==> config.mk <==
export PLATFORM = sky130hd
export DESIGN_NAME = matrix_scan
export DESIGN_NICKNAME = d
export VERILOG_FILES = /design/src/rtl/matrix_scan_pkg.sv /design/src/rtl/matrix_scan_timer.sv /design/src/rtl/matrix_scan.sv
export SDC_FILE = /design/constraint.sdc
export NUM_CORES = 1
export LEC_CHECK = 0
export BUFFER_PORTS_ARGS = -buffer_cell sky130_fd_sc_hd__buf_2
export CAP_MARGIN = 20
export CORE_MARGIN = 4
export CORE_UTILIZATION = 50
export CTS_CLUSTER_SIZE = 10
export DETAILED_ROUTE_END_ITERATION = 8
export PLACE_DENSITY = 0.68
export SYNTH_ARGS = -nofsm -noshare
export SYNTH_HDL_FRONTEND = slang
export SYNTH_SLANG_ARGS = --single-unit
==> constraint.sdc <==
create_clock -name clk_in -period 2.3 [get_ports clk_in]
set_input_delay 0 -clock clk_in [delete_from_list [all_inputs] [get_ports clk_in]]
set_output_delay 0 -clock clk_in [all_outputs]
set_load 0.005 [all_outputs]
==> src/rtl/matrix_scan_pkg.sv <==
// Shared constants, state encoding and the display-duration helper for the HUB75 scan sequencer.
package matrix_scan_pkg;

    localparam int COLUMNS      = 64;
    localparam int ROWS         = 16;
    localparam int BITPLANES    = 6;
    localparam int DISPLAY_BASE = 16;
    localparam int LATCH_CYCLES = 2;
    localparam int BLANK_CYCLES = 1;

    localparam int COL_W   = $clog2(COLUMNS);
    localparam int ROW_W   = $clog2(ROWS);
    localparam int TIMER_W = $clog2(DISPLAY_BASE << (BITPLANES - 1));

    typedef logic [1:0] state_t;
    localparam state_t SHIFT   = 2'd0;
    localparam state_t BLANK   = 2'd1;
    localparam state_t LATCH   = 2'd2;
    localparam state_t DISPLAY = 2'd3;

    // Timer reload value (duration minus one) for the plane selected by a one-hot mask.
    function automatic logic [TIMER_W-1:0] display_load(input logic [BITPLANES-1:0] mask);
        int cycles;
        cycles = DISPLAY_BASE;
        for (int i = 0; i < BITPLANES; i++) begin
            if (mask[i]) cycles = DISPLAY_BASE << i;
        end
        return TIMER_W'(cycles - 1);
    endfunction

endpackage

==> src/rtl/matrix_scan_timer.sv <==
// Loadable down-counter; done is high while the count sits at zero, so a load of N-1 gives an N-cycle interval.
module matrix_scan_timer
    import matrix_scan_pkg::*;
(
    input  logic               clk_in,
    input  logic               reset,
    input  logic               load,
    input  logic [TIMER_W-1:0] load_value,
    output logic               done
);

    logic [TIMER_W-1:0] count;

    // NOTE: registers are written with non-blocking <= so every flop samples pre-edge values.
    always_ff @(posedge clk_in) begin
        if (!reset) begin
            count <= '0;
        end else if (load) begin
            count <= load_value;
        end else if (count != '0) begin
            count <= count - 1'b1;
        end
    end

    assign done = (count == '0);

endmodule

==> src/rtl/matrix_scan.sv <==
// HUB75 1/16-scan sequencer: shifts a row, blanks, latches, then displays it for a binary-weighted time per bit plane.
module matrix_scan
    import matrix_scan_pkg::*;
(
    input  logic                 clk_in,
    input  logic                 reset,
    output logic [COL_W-1:0]     column_address,
    output logic [ROW_W-1:0]     row_address,
    output logic [ROW_W-1:0]     row_address_active,
    output logic                 clk_pixel_load,
    output logic                 clk_pixel,
    output logic                 row_latch,
    output logic                 output_enable,
    output logic [BITPLANES-1:0] brightness_mask
);

    state_t             state;
    logic               timer_load;
    logic [TIMER_W-1:0] timer_value;
    logic               timer_done;
    logic               last_column;

    assign last_column = (column_address == COL_W'(COLUMNS - 1));

    // NOTE: every always_comb output gets a default first so no path can infer a latch.
    always_comb begin
        timer_load  = 1'b0;
        timer_value = '0;
        case (state)
            SHIFT: if (clk_pixel && last_column) begin
                timer_load  = 1'b1;
                timer_value = TIMER_W'(BLANK_CYCLES - 1);
            end
            BLANK: if (timer_done) begin
                timer_load  = 1'b1;
                timer_value = TIMER_W'(LATCH_CYCLES - 1);
            end
            LATCH: if (timer_done) begin
                timer_load  = 1'b1;
                timer_value = display_load(brightness_mask);
            end
            default: ;
        endcase
    end

    matrix_scan_timer u_timer (
        .clk_in     (clk_in),
        .reset      (reset),
        .load       (timer_load),
        .load_value (timer_value),
        .done       (timer_done)
    );

    // In SHIFT, clk_pixel doubles as the half-cycle phase bit: load marks cycle A, clk_pixel cycle B.
    // Neither being set only happens on the first cycle out of reset.
    always_ff @(posedge clk_in) begin
        if (!reset) begin
            state              <= SHIFT;
            column_address     <= '0;
            row_address        <= '0;
            row_address_active <= '0;
            clk_pixel_load     <= 1'b0;
            clk_pixel          <= 1'b0;
            row_latch          <= 1'b0;
            output_enable      <= 1'b0;
            brightness_mask    <= BITPLANES'(1);
        end else begin
            case (state)
                SHIFT: begin
                    if (clk_pixel_load) begin
                        clk_pixel_load <= 1'b0;
                        clk_pixel      <= 1'b1;
                    end else if (clk_pixel) begin
                        clk_pixel <= 1'b0;
                        if (last_column) begin
                            state <= BLANK;
                        end else begin
                            column_address <= column_address + 1'b1;
                            clk_pixel_load <= 1'b1;
                        end
                    end else begin
                        clk_pixel_load <= 1'b1;
                    end
                end
                BLANK: if (timer_done) begin
                    state              <= LATCH;
                    row_latch          <= 1'b1;
                    row_address_active <= row_address;
                end
                LATCH: if (timer_done) begin
                    state         <= DISPLAY;
                    row_latch     <= 1'b0;
                    output_enable <= 1'b1;
                end
                DISPLAY: if (timer_done) begin
                    state           <= SHIFT;
                    output_enable   <= 1'b0;
                    column_address  <= '0;
                    clk_pixel_load  <= 1'b1;
                    brightness_mask <= {brightness_mask[BITPLANES-2:0], brightness_mask[BITPLANES-1]};
                    if (brightness_mask[BITPLANES-1]) begin
                        row_address <= (row_address == ROW_W'(ROWS - 1)) ? '0 : row_address + 1'b1;
                    end
                end
                default: state <= SHIFT;
            endcase
        end
    end

endmodule

==> results.yml <==
place:
  gp_congestion: 0.8075
  io_buffer_count: 25
  dp_cells: 278
  preCtsSetupSlack_ns: 0.3215
  hpwl_um: 3068
worst_hold_path:
  hold_class: "primary input to register"
  hold_path.startpoint: "reset"
  whs_path_depth: 2
sta:
  rsz0062_at_grt: "no"
  period_minus_slack_ns: 1.989
  fin_crit_sh: 0.8650
  tightest_slew_ns: 0.5905
  fmax_mhz: 502.7
  postLayoutSetupSlackWorst_ns: 0.3106
  setup_viol: 0
  clock_skew_ns: 0.01358
  hold_viol_final: 0
  finalMaxSlewViolations: 0
  tns_ns: 0
  relSlewSlack: 0.6033
detailed_routing:
  wl_um: 4118
  ant_nets: 0
  drcViolationCount: 0
  vias_per_cell: 5.717
  routed-via-count: 1635
  dr.pass1.iters: 4
  drtIter0Drc: 74
  wl_per_cell_um: 14.40
worst_setup_path:
  crit_cells: 5
  r2r-end: "state[1]"
  critPathSlowestCell: "or4b_2"
  crit_family: "simple AND/OR/NAND/NOR gates"
  required_ns: 2.57
  cpPeakStageDelay_ns: 0.67
  regToRegSetupSlack_ns: 0.31
  reg2reg_from: "column_address[0]"
  rr_worst_depth: 5
  path_class: "register to register"
  critPathBufInv: 0
  critical_path.startpoint: "column_address[0]"
  path_cells: "ha_1 > nand3_1 > or4b_2 > a2bb2oi_1 > mux2i_1"
  critPathCapture: "state[1]"
  startpoint_type: "register"
  cp.arrival_ns: 2.25
  worst-path-max-fanout: 7
  end_kind: "register"
clocking:
  htree_levels: 2
  cts_tree: "done"
  clk_pin_slew_worst_paths_ns: 0.11
  clk_path_buf_depth: 2
  cts_resized: 0
  cts.sinks: 35
  hold_buffers: 0
  insertion_delay_ns: 0.34
  ctsRootBufferMaster: "clkbuf_4"
  cts_setup_buffers: 0
  cts_buffers: 5
power_and_ir_drop:
  powerDensity_mw_per_mm2: 907.2
  power_leakage_uw: 0.0009299
  power_uw: 1908
  vdd_drop_max_mv: 0.4221
finish:
  layout.cells.non_filler: 286
  nets: 250
  num_antenna_cells: 0
  fin_util: 0.6158
  area_growth_syn_to_layout_pct: 16.25
  drive_gt1_frac: 0.1792
  fill_cells: 336
grt:
  grt_pass1_wl_um: 7093
  overflow: 0
  grtUsageTotal: 0.2008
  antenna_found_initial: 0
  grt_pass1_vias: 1526
  grt_max_degree: 23
job:
  cap_viol_max_count: 0
logic_synthesis:
  syn_inst: 208
  ys_top_cells_by_area: "dfxtp_1, ha_1, mux2i_1, nand2_1, nor2_1"
  seq_area_frac_synth: 0.3873
  synth_nets: 219
  synth.top_cell.area_share: 0.3873
  yosysMostFrequentCell: "dfxtp_1"
  avgSynthCellArea_sq_um: 8.698
  syn-cell-area_sq_mm: 0.001809
  yosysUniqueCellTypes: 45
  synth_top_area_cell: "dfxtp_1"
  async_flop_share: 0
  synth_edf_count: 0
  synth-seq-cells: 35
  netlist_top_cells_count: "dfxtp_1, nand2_1, nor2_1"
  yosysWarnings: 0
  synth-main-ff-cell: "dfxtp_1"
die:
  rows: 21
  die_y_um: 68.16
  fp.dieW_um: 68.16
  num_io_pins: 26
  core_sq_mm: 0.003416
  initial_core_util: 0.5297
  dieArea_sq_mm: 0.004645
outcome:
  status: "completed"
==> sequential cells by signal, summed over array words and instances (netlist names) <==
| register | flops |
|---|---|
| clk_pixel_load | 1 |
| row_latch | 1 |
| clk_pixel | 1 |
| column_address | 6 |
| row_address_active | 4 |
| u_timer.count | 9 |
| row_address | 4 |
| output_enable | 1 |
| state | 2 |
| brightness_mask | 6 |
==> cell usage in the layout (no fill, tap or decap), types with 2 or more instances in the layout <==
| cell | instances |
|---|---|
| nand2b_1 | 5 |
| nand3_1 | 13 |
| nand2_1 | 22 |
| inv_1 | 8 |
| dfxtp_1 | 35 |
| a211oi_1 | 3 |
| or4_1 | 2 |
| nor3_1 | 4 |
| o22ai_1 | 6 |
| xnor2_1 | 3 |
| or3_1 | 2 |
| clkbuf_4 | 5 |
| nor2_1 | 22 |
| a21oi_1 | 9 |
| buf_2 | 25 |
| buf_4 | 4 |
| o31ai_1 | 2 |
| nand4_1 | 4 |
| bufinv_16 | 2 |
| ha_1 | 9 |
| o21ai_0 | 7 |
| xor2_1 | 5 |
| nor2b_1 | 2 |
| o21a_1 | 4 |
| o31a_1 | 2 |
| mux2i_1 | 10 |
| nor4_1 | 3 |
| nand3b_1 | 2 |
==> worst register-to-register path, stage by stage, from the launching register on <==
cell	delay (ns)
dfxtp_1	0.39
ha_1	0.21
nand3_1	0.19
or4b_2	0.67
a2bb2oi_1	0.25
mux2i_1	0.21
==> area by class of cell <==
cell class                 count  area (sq um)  share of cell area
tap                           46         57.56             0.02736
clock inverter                 2         60.06             0.02855
sequential                    35         700.7              0.3331
clock buffer                   6         41.29             0.01963
timing repair buffer          29         155.1             0.07377
multi-input combinational    159          1055              0.5015
inverter                       9         33.78             0.01606
==> metal layers <==
metal	global-route usage	share of wire	up-vias
met4	0.05459	0.010	0
met1	0.2657	0.47	779
li1	-	-	828
met3	0.05255	0.034	5
met2	0.3225	0.48	23
met5	0	0	-
==> worst min path at each step <==
stage / to / slack [ns]
final: brightness_mask[0] / 0.05
after global routing: brightness_mask[0] / 0.05
after CTS: brightness_mask[0] / 0.03
after detailed placement: brightness_mask[0] / 0.40
after global placement: brightness_mask[0] / 0.39
after floorplan: row_address_active[3] / 0.21
==> cells by family (layout without fill, tap and decap cells) <==
group,count (synthesis),in the layout,share of synthesized area
AOI/OAI and AO/OA,43,43,0.1625
xor gates and xnor gates,8,8,0.03873
adders and majority gates,9,9,0.06224
buffers and inverters,14,46,0.02973
DFF,35,35,0.3873
muxes,10,10,0.05533
and+or+nand+nor,89,89,0.2642
==> power breakdown <==
| group | total (uW) | switching, uW | internal [uW] |
|---|---|---|---|
| Combinational | 594 | 318 | 276 |
| Sequential | 771 | 94.3 | 676 |
| Clock | 543 | 204 | 339 |
==> through the flow <==
| step | hold slack, ns | cell area [sq um] |
|---|---|---|
| 3_5_place_dp | 0.3982 | 2002 |
| 5_1_grt | 0.05308 | 2103 |
| 3_3_place_gp | 0.3936 | 2002 |
| 2_1_floorplan | 0.2088 | 1809 |
| 6_report | 0.05194 | 2103 |
| 4_1_cts | 0.03236 | 2103 |
(Power assumes the default switching activity.)
